--- src/rtl/led_pattern_ctrl.sv ---
// Switch-to-LED path: two-flop synchroniser, optional per-channel debouncer
// (LED_DEBOUNCE_EN), then direct / blink / PWM / chase display modes.
module led_pattern_ctrl #(
    parameter int unsigned N_CH       = 4,
    parameter int unsigned DEB_CYCLES = 16,
    parameter int unsigned BLINK_DIV  = 8,
    parameter int unsigned PWM_BITS   = 4
) (
    input  logic                clk,
    input  logic                rst_n,
    input  logic [N_CH-1:0]     sw,
    input  logic [1:0]          mode,
    input  logic [PWM_BITS-1:0] duty,
    output logic [N_CH-1:0]     led
);

    localparam int unsigned PreW = $clog2(BLINK_DIV);
    localparam logic [PreW-1:0] PreMax = PreW'(BLINK_DIV - 1);

    typedef enum logic [1:0] {
        ModeDirect = 2'b00,
        ModeBlink  = 2'b01,
        ModePwm    = 2'b10,
        ModeChase  = 2'b11
    } mode_e;

    logic [N_CH-1:0]     s1_q, s2_q;
    logic [N_CH-1:0]     sw_db;
    logic [PreW-1:0]     pre_q, pre_d;
    logic                blink_q, blink_d;
    logic [N_CH-1:0]     pos_q, pos_d, pos_rot;
    logic [PWM_BITS-1:0] pwm_q, pwm_d;
    logic [N_CH-1:0]     led_q, led_d;
    logic                tick;
    logic                pwm_on;

    always_ff @(posedge clk or negedge rst_n) begin
        if (!rst_n) begin
            s1_q <= '0;
            s2_q <= '0;
        end else begin
            s1_q <= sw;
            s2_q <= s1_q;
        end
    end

`ifdef LED_DEBOUNCE_EN
    localparam int unsigned CntW = $clog2(DEB_CYCLES) + 1;
    localparam logic [CntW-1:0] CntMax = CntW'(DEB_CYCLES - 1);

    logic [N_CH-1:0] db_q, db_d;
    logic [CntW-1:0] cnt_q [N_CH];
    logic [CntW-1:0] cnt_d [N_CH];

    // A channel flips only after DEB_CYCLES consecutive disagreeing samples;
    // any agreeing sample restarts the run.
    always_comb begin
        db_d = db_q;
        for (int i = 0; i < N_CH; i++) begin
            cnt_d[i] = '0;
            if (s2_q[i] != db_q[i]) begin
                if (cnt_q[i] == CntMax) begin
                    db_d[i] = s2_q[i];
                end else begin
                    cnt_d[i] = cnt_q[i] + CntW'(1);
                end
            end
        end
    end

    always_ff @(posedge clk or negedge rst_n) begin
        if (!rst_n) begin
            db_q <= '0;
            for (int i = 0; i < N_CH; i++) begin
                cnt_q[i] <= '0;
            end
        end else begin
            db_q <= db_d;
            for (int i = 0; i < N_CH; i++) begin
                cnt_q[i] <= cnt_d[i];
            end
        end
    end

    assign sw_db = db_q;
`else
    // DEB_CYCLES has no effect without the debouncer.
    logic unused_deb_cfg;
    assign unused_deb_cfg = ^DEB_CYCLES;
    assign sw_db = s2_q;
`endif

    if (N_CH == 1) begin : g_pos_single
        assign pos_rot = pos_q;
    end else begin : g_pos_multi
        assign pos_rot = {pos_q[N_CH-2:0], pos_q[N_CH-1]};
    end

    assign tick   = (pre_q == PreMax);
    assign pwm_on = (pwm_q < duty);

    always_comb begin
        pre_d   = tick ? '0 : pre_q + PreW'(1);
        blink_d = tick ? ~blink_q : blink_q;
        pos_d   = tick ? pos_rot : pos_q;
        pwm_d   = pwm_q + PWM_BITS'(1);
        led_d   = '0;
        unique case (mode_e'(mode))
            ModeDirect: led_d = sw_db;
            ModeBlink:  led_d = sw_db & {N_CH{blink_q}};
            ModePwm:    led_d = sw_db & {N_CH{pwm_on}};
            ModeChase:  led_d = sw_db & pos_q;
        endcase
    end

    always_ff @(posedge clk or negedge rst_n) begin
        if (!rst_n) begin
            pre_q   <= '0;
            blink_q <= 1'b0;
            pos_q   <= N_CH'(1);
            pwm_q   <= '0;
            led_q   <= '0;
        end else begin
            pre_q   <= pre_d;
            blink_q <= blink_d;
            pos_q   <= pos_d;
            pwm_q   <= pwm_d;
            led_q   <= led_d;
        end
    end

    assign led = led_q;

endmodule

--- config.mk ---
export PLATFORM = sky130hd
export DESIGN_NAME = led_pattern_ctrl
export DESIGN_NICKNAME = d
export VERILOG_FILES = /design/src/rtl/led_pattern_ctrl.sv
export SDC_FILE = /design/constraint.sdc
export NUM_CORES = 1
export LEC_CHECK = 0
export ABC_CLOCK_PERIOD_IN_PS = 2630
export CORE_MARGIN = 2
export CORE_UTILIZATION = 62
export DETAILED_ROUTE_END_ITERATION = 12
export DONT_BUFFER_PORTS = 1
export GPL_TIMING_DRIVEN = 0
export PLACE_DENSITY = 0.89
export REMOVE_ABC_BUFFERS = 1
export SLEW_MARGIN = 20
export SYNTH_ARGS = -nofsm -noshare
export SYNTH_HDL_FRONTEND = slang
export SYNTH_SLANG_ARGS = --single-unit
--- constraint.sdc ---
create_clock -name clk -period 2.63 [get_ports clk]
set_input_delay 0.263 -clock clk [delete_from_list [all_inputs] [get_ports clk]]
set_output_delay 0.263 -clock clk [all_outputs]
set_load 0.01 [all_outputs]
# --- Word-level counts from Yosys, hierarchy flattened ---
# Index checks and enable logic that the tools add are counted.
word_totals:
  register_bits: 24
  inputBits: 12
  out_inout_bits: 4
  wordCells: 21
classes:
  order_cmp: 1
  n_reduce_logical: 1
  n_addsub: 2
  n_bitwise: 4
  n_eq_ne: 4
  n_mux: 2
ops:
  columns: ["cell", "count"]
  rows:
  - ["$pmux W4 S4", 1]
  - ["$and A4 B4 Y4", 3]
  - ["$add A4 B1 Y4 const B", 1]
  - ["$eq A2 B2 Y1 const B", 2]
  - ["$lt A4 B4 Y1", 1]
  - ["$add A3 B1 Y3 const B", 1]
  - ["$eq A3 B3 Y1 const B", 1]
  - ["$mux W3", 1]
  - ["$eq A2 B1 Y1 const B", 1]
  - ["$logic_not A2 Y1", 1]
  - ["$not A1 Y1", 1]

# --- Longest topological paths before layout ---
depth:
  word_depth: 3
  mapped_depth: 5
  ltp_nobuf: 5

# --- Worst setup path after synthesis ---
# OpenSTA, ideal clock, no wires.
synth_timing:
  kind: "reg-to-reg"
  start: "register pwm_q[2]"
  end: "register led_q[0], in the netlist led[0]"
  t_required_ns: 2.526
  t_arrival_ns: 1.243
  path_buffers: 0
  synth_period_minus_slack_ns: 1.347
  setup_time_ns: 0.104
  stages_incl_launch_ff: 5
  path_slack_ns: 1.283
  path_cell_list: "dfrtp_1 -> ha_1 -> a211oi_2 -> o21ai_2 -> a221oi_1"
synth_between:
  elab_chain_cells: 3
synth_lines:
  columns: ["element", "line_no", "source"]
  rows:
  - ["start: declaration", "32", "logic [PWM_BITS-1:0] pwm_q, pwm_d;"]
  - ["start signal: assignment", "127", "pwm_q <= pwm_d;"]
  - ["$lt A4 B4 Y1", "100", "assign pwm_on = (pwm_q < duty);"]
  - ["$and A4 B4 Y4", "111", "ModePwm: led_d = sw_db & {N_CH{pwm_on}};"]
  - ["$pmux W4 S4", "108", "unique case (mode_e'(mode))"]
  - ["named net led_d[0]", "33", "logic [N_CH-1:0] led_q, led_d;"]
  - ["end signal: assignment", "128", "led_q <= led_d;"]
  - ["end: declaration", "33", null]
# The timed path passes the listed nets, and every way through them passes these cells.
# A chain may end at the register's enable or synchronous reset.

# --- Worst setup path after layout ---
layout_timing:
  start: "register pwm_q[2]"
  end: "register led_q[2], in the netlist led[2]"
# Same word-level chain as after synthesis.

==> flow_summary.toml <==
[run_status]
status = "completed"

[worst_setup_path]
cpMaxStageDelayCell = "dfrtp_1"
critPathRequiredTime_ns = 2.84
cp-end-kind = "register"
crit_fanout = 4
worst_setup_path_start_kind = "register"
worst-setup-path-type = "reg2reg"
slowest_delay_ns = 0.43
cp.arrival_ns = 1.77
crit_chain = "ha_1, a211oi_2, o21ai_2, a221oi_1"

[cells_and_area]
final_net_count = 92
num-fill-cells = 80
drive_gt1_share_pct = 17.81
final_util_pct = 76.45
final_common_cell = "dfrtp_1"
mostFrequentLayoutCells = "dfrtp_1 (23), inv_1 (9), ha_1 (6), nand2_1 (5), dlygate4sd3_1 (5)"
diodes = 0
syn_to_final_growth_pct = 13.51

[timing]
fin_crit_sh_pct = 59.41
slew_viol_final = 0
tightest_slew_ns = 0.4882
setup_violations = 0
tns_ns = 0
relSlewSlack_pct = 67.46
fin_ws_ns = 1.067
rsz0062_at_grt = "no"
post-route-min-period_ns = 1.563
skew_ns = 0.009557
hold_viol = 0
fmax_mhz = 640.0

[logic_synthesis]
yosys.area_share.simple_pct = 5.292
ys_warn_count = 0
synth_cells = 64
synth_area_per_cell_um2 = 14.04
ys_seq_area_share_pct = 66.99
netlist_area_um2 = 898.4
ys_ff_latch = 24
synth_top_family_by_area = "adder cells"
muxShareOfSynthArea_pct = 5.014
synth_fa_ha_area_share_pct = 8.357
yosys.area_share.xor_xnor_pct = 2.925
synth_compound_area_share_pct = 7.103
synthDistinctLibCells = 17

[die]
rows = 13
core_um2 = 1334
die_w_um = 42.07
die_y_um = 42.07
ios = 16
initial_core_util_pct = 67.35
die_area_um2 = 1769

[global_routing]
grt.total_usage_pct = 16.99
grt_pass1_wl_mm = 2.208
grt.overflow.total = 0
antenna_found_initial = 0
grt_pass1_vias = 551
grt_max_degree = 25

[clock_tree]
cts_resized = 0
clock-sinks = 24
root_buffer = "clkbuf_4"
clock_latency_ns = 0.31
clk_pin_slew_worst_paths_ns = 0.13
cts_buffers = 3
cts_tree = "built"
htree_levels = 1
clock_path_buffers = 2

[routing]
num_vias = 490
drc_errors = 0
post_drt_wl_per_cell_um = 14.06
firstDrtPassIters = 2
drt_iter0_drc = 3
dr_wl_met2_um = 664
drt-met1-wl_um = 513
top_layer = "met4"
routed_wl_mm = 1.237
vias_per_cell = 5.568
ant_nets = 0
met3_length_um = 54

[job]
max-cap-violations = 0

[place]
io_buffers = 0
place_ws_ns = 1.123
gp_congestion = 0.7236
dp_hpwl_um = 877.5

[power_and_ir_drop]
p_per_area_nw_per_um2 = 653.3
irDropWorstVdd_uv = 415.8
p_leak_nw = 0.5286

[min_path]
hold_path_class = "in2reg"
==> layout make-up <==
type                            count  area [um^2]  share of cell area, %
Tap cell                           15        18.77                  1.840
Timing Repair Buffer                6        55.05                  5.399
Multi-Input combinational cell     30        257.7                  25.28
Clock inverter                      1        30.03                  2.945
Clock buffer                        3        22.52                  2.209
Sequential cell                    24        601.8                  59.02
Inverter                            9        33.78                  3.313
==> synth_stat cells <==
library cell | number | area (um^2)
mux2_2 | 4 | 45.04
xor2_1 | 2 | 17.52
a21boi_1 | 1 | 7.510
o21ai_2 | 1 | 8.760
dfstp_2 | 1 | 26.28
inv_1 | 9 | 33.78
dfrtp_1 | 23 | 575.6
buf_2 | 1 | 5.000
a211oi_2 | 1 | 12.51
nor2_1 | 2 | 7.510
a221oi_1 | 4 | 35.03
nand2_1 | 5 | 18.77
ha_1 | 6 | 75.07
nor2b_1 | 1 | 6.260
nor3_2 | 1 | 10.01
xnor2_1 | 1 | 8.760
nand3_1 | 1 | 5.000
==> repair_timing <==
action                     in CTS  in global routing
setup buffers                   0                  0
hold buffers                    5                  1
hold endpoints to repair       28                 23
setup endpoints to repair       0                  0
==> critical path, delay by kind of cell (launching register included) <==
family | cells | cell delay (ns)
adder cells (fa/ha/maj) | 1 | 0.32
flip-flops | 1 | 0.43
AO/OA/AOI/OAI | 3 | 0.70
==> power by group <==
part | leakage [nW] | total, mW | internal [mW] | switching, mW
Combinational | 0.200 | 0.0257 | 0.0108 | 0.0149
Sequential | 0.301 | 0.383 | 0.378 | 0.00416
Clock | 0.0279 | 0.258 | 0.154 | 0.104
Total | 0.529 | 0.666 | 0.543 | 0.123
==> through the flow <==
| stage | cells | hold slack, ns | total power [mW] | cell area (um^2) |
|---|---|---|---|---|
| floorplan | 63 | -0.03259 | 0.3995 | 893.4 |
| global placement | 78 | -0.03217 | 0.4011 | 912.1 |
| detailed placement | 78 | -0.03214 | 0.4025 | 912.1 |
| CTS | 87 | 0.09047 | 0.6673 | 1015 |
| global route | 88 | 0.08070 | 0.6876 | 1020 |
| finish | 88 | 0.08714 | 0.6662 | 1020 |
==> sequential cells by signal, indices dropped and copies added, names as in the netlist <==
register  cells
pos_q         4
led           4
pre_q         3
pwm_q         4
s1_q          4
blink_q       1
s2_q          4
==> final timing paths <==
check	startpoint	endpoint	slack (ns)	depth (start not counted)
worst max-delay path	pwm_q[2]	led[2]	1.07	4
worst min-delay path	mode[1]	led[3]	0.09	2
worst max register to register	pwm_q[2]	led[2]	1.07	4
worst min register to register	s1_q[2]	s2_q[2]	0.37	0
max in group asynchronous	rst_n	pos_q[0]	1.83	2
min in group asynchronous	rst_n	led[0]	0.44	2
==> metal layers <==
metal / vias to the layer above / track usage [%]
met2: 13 / 32.81
met5: - / 0
li1: 232 / -
met3: 2 / 5.172
met1: 243 / 16.42
met4: 0 / 6.875
==> kinds of logic after synthesis <==
logic type	Yosys count
adders and majority gates	6
AOI/OAI and AO/OA	7
xor gates and xnor gates	3
DFF	24
and+or+nand+nor	10
muxes	4
buffers and inverters	10
Power figures use the tool's default switching activity.
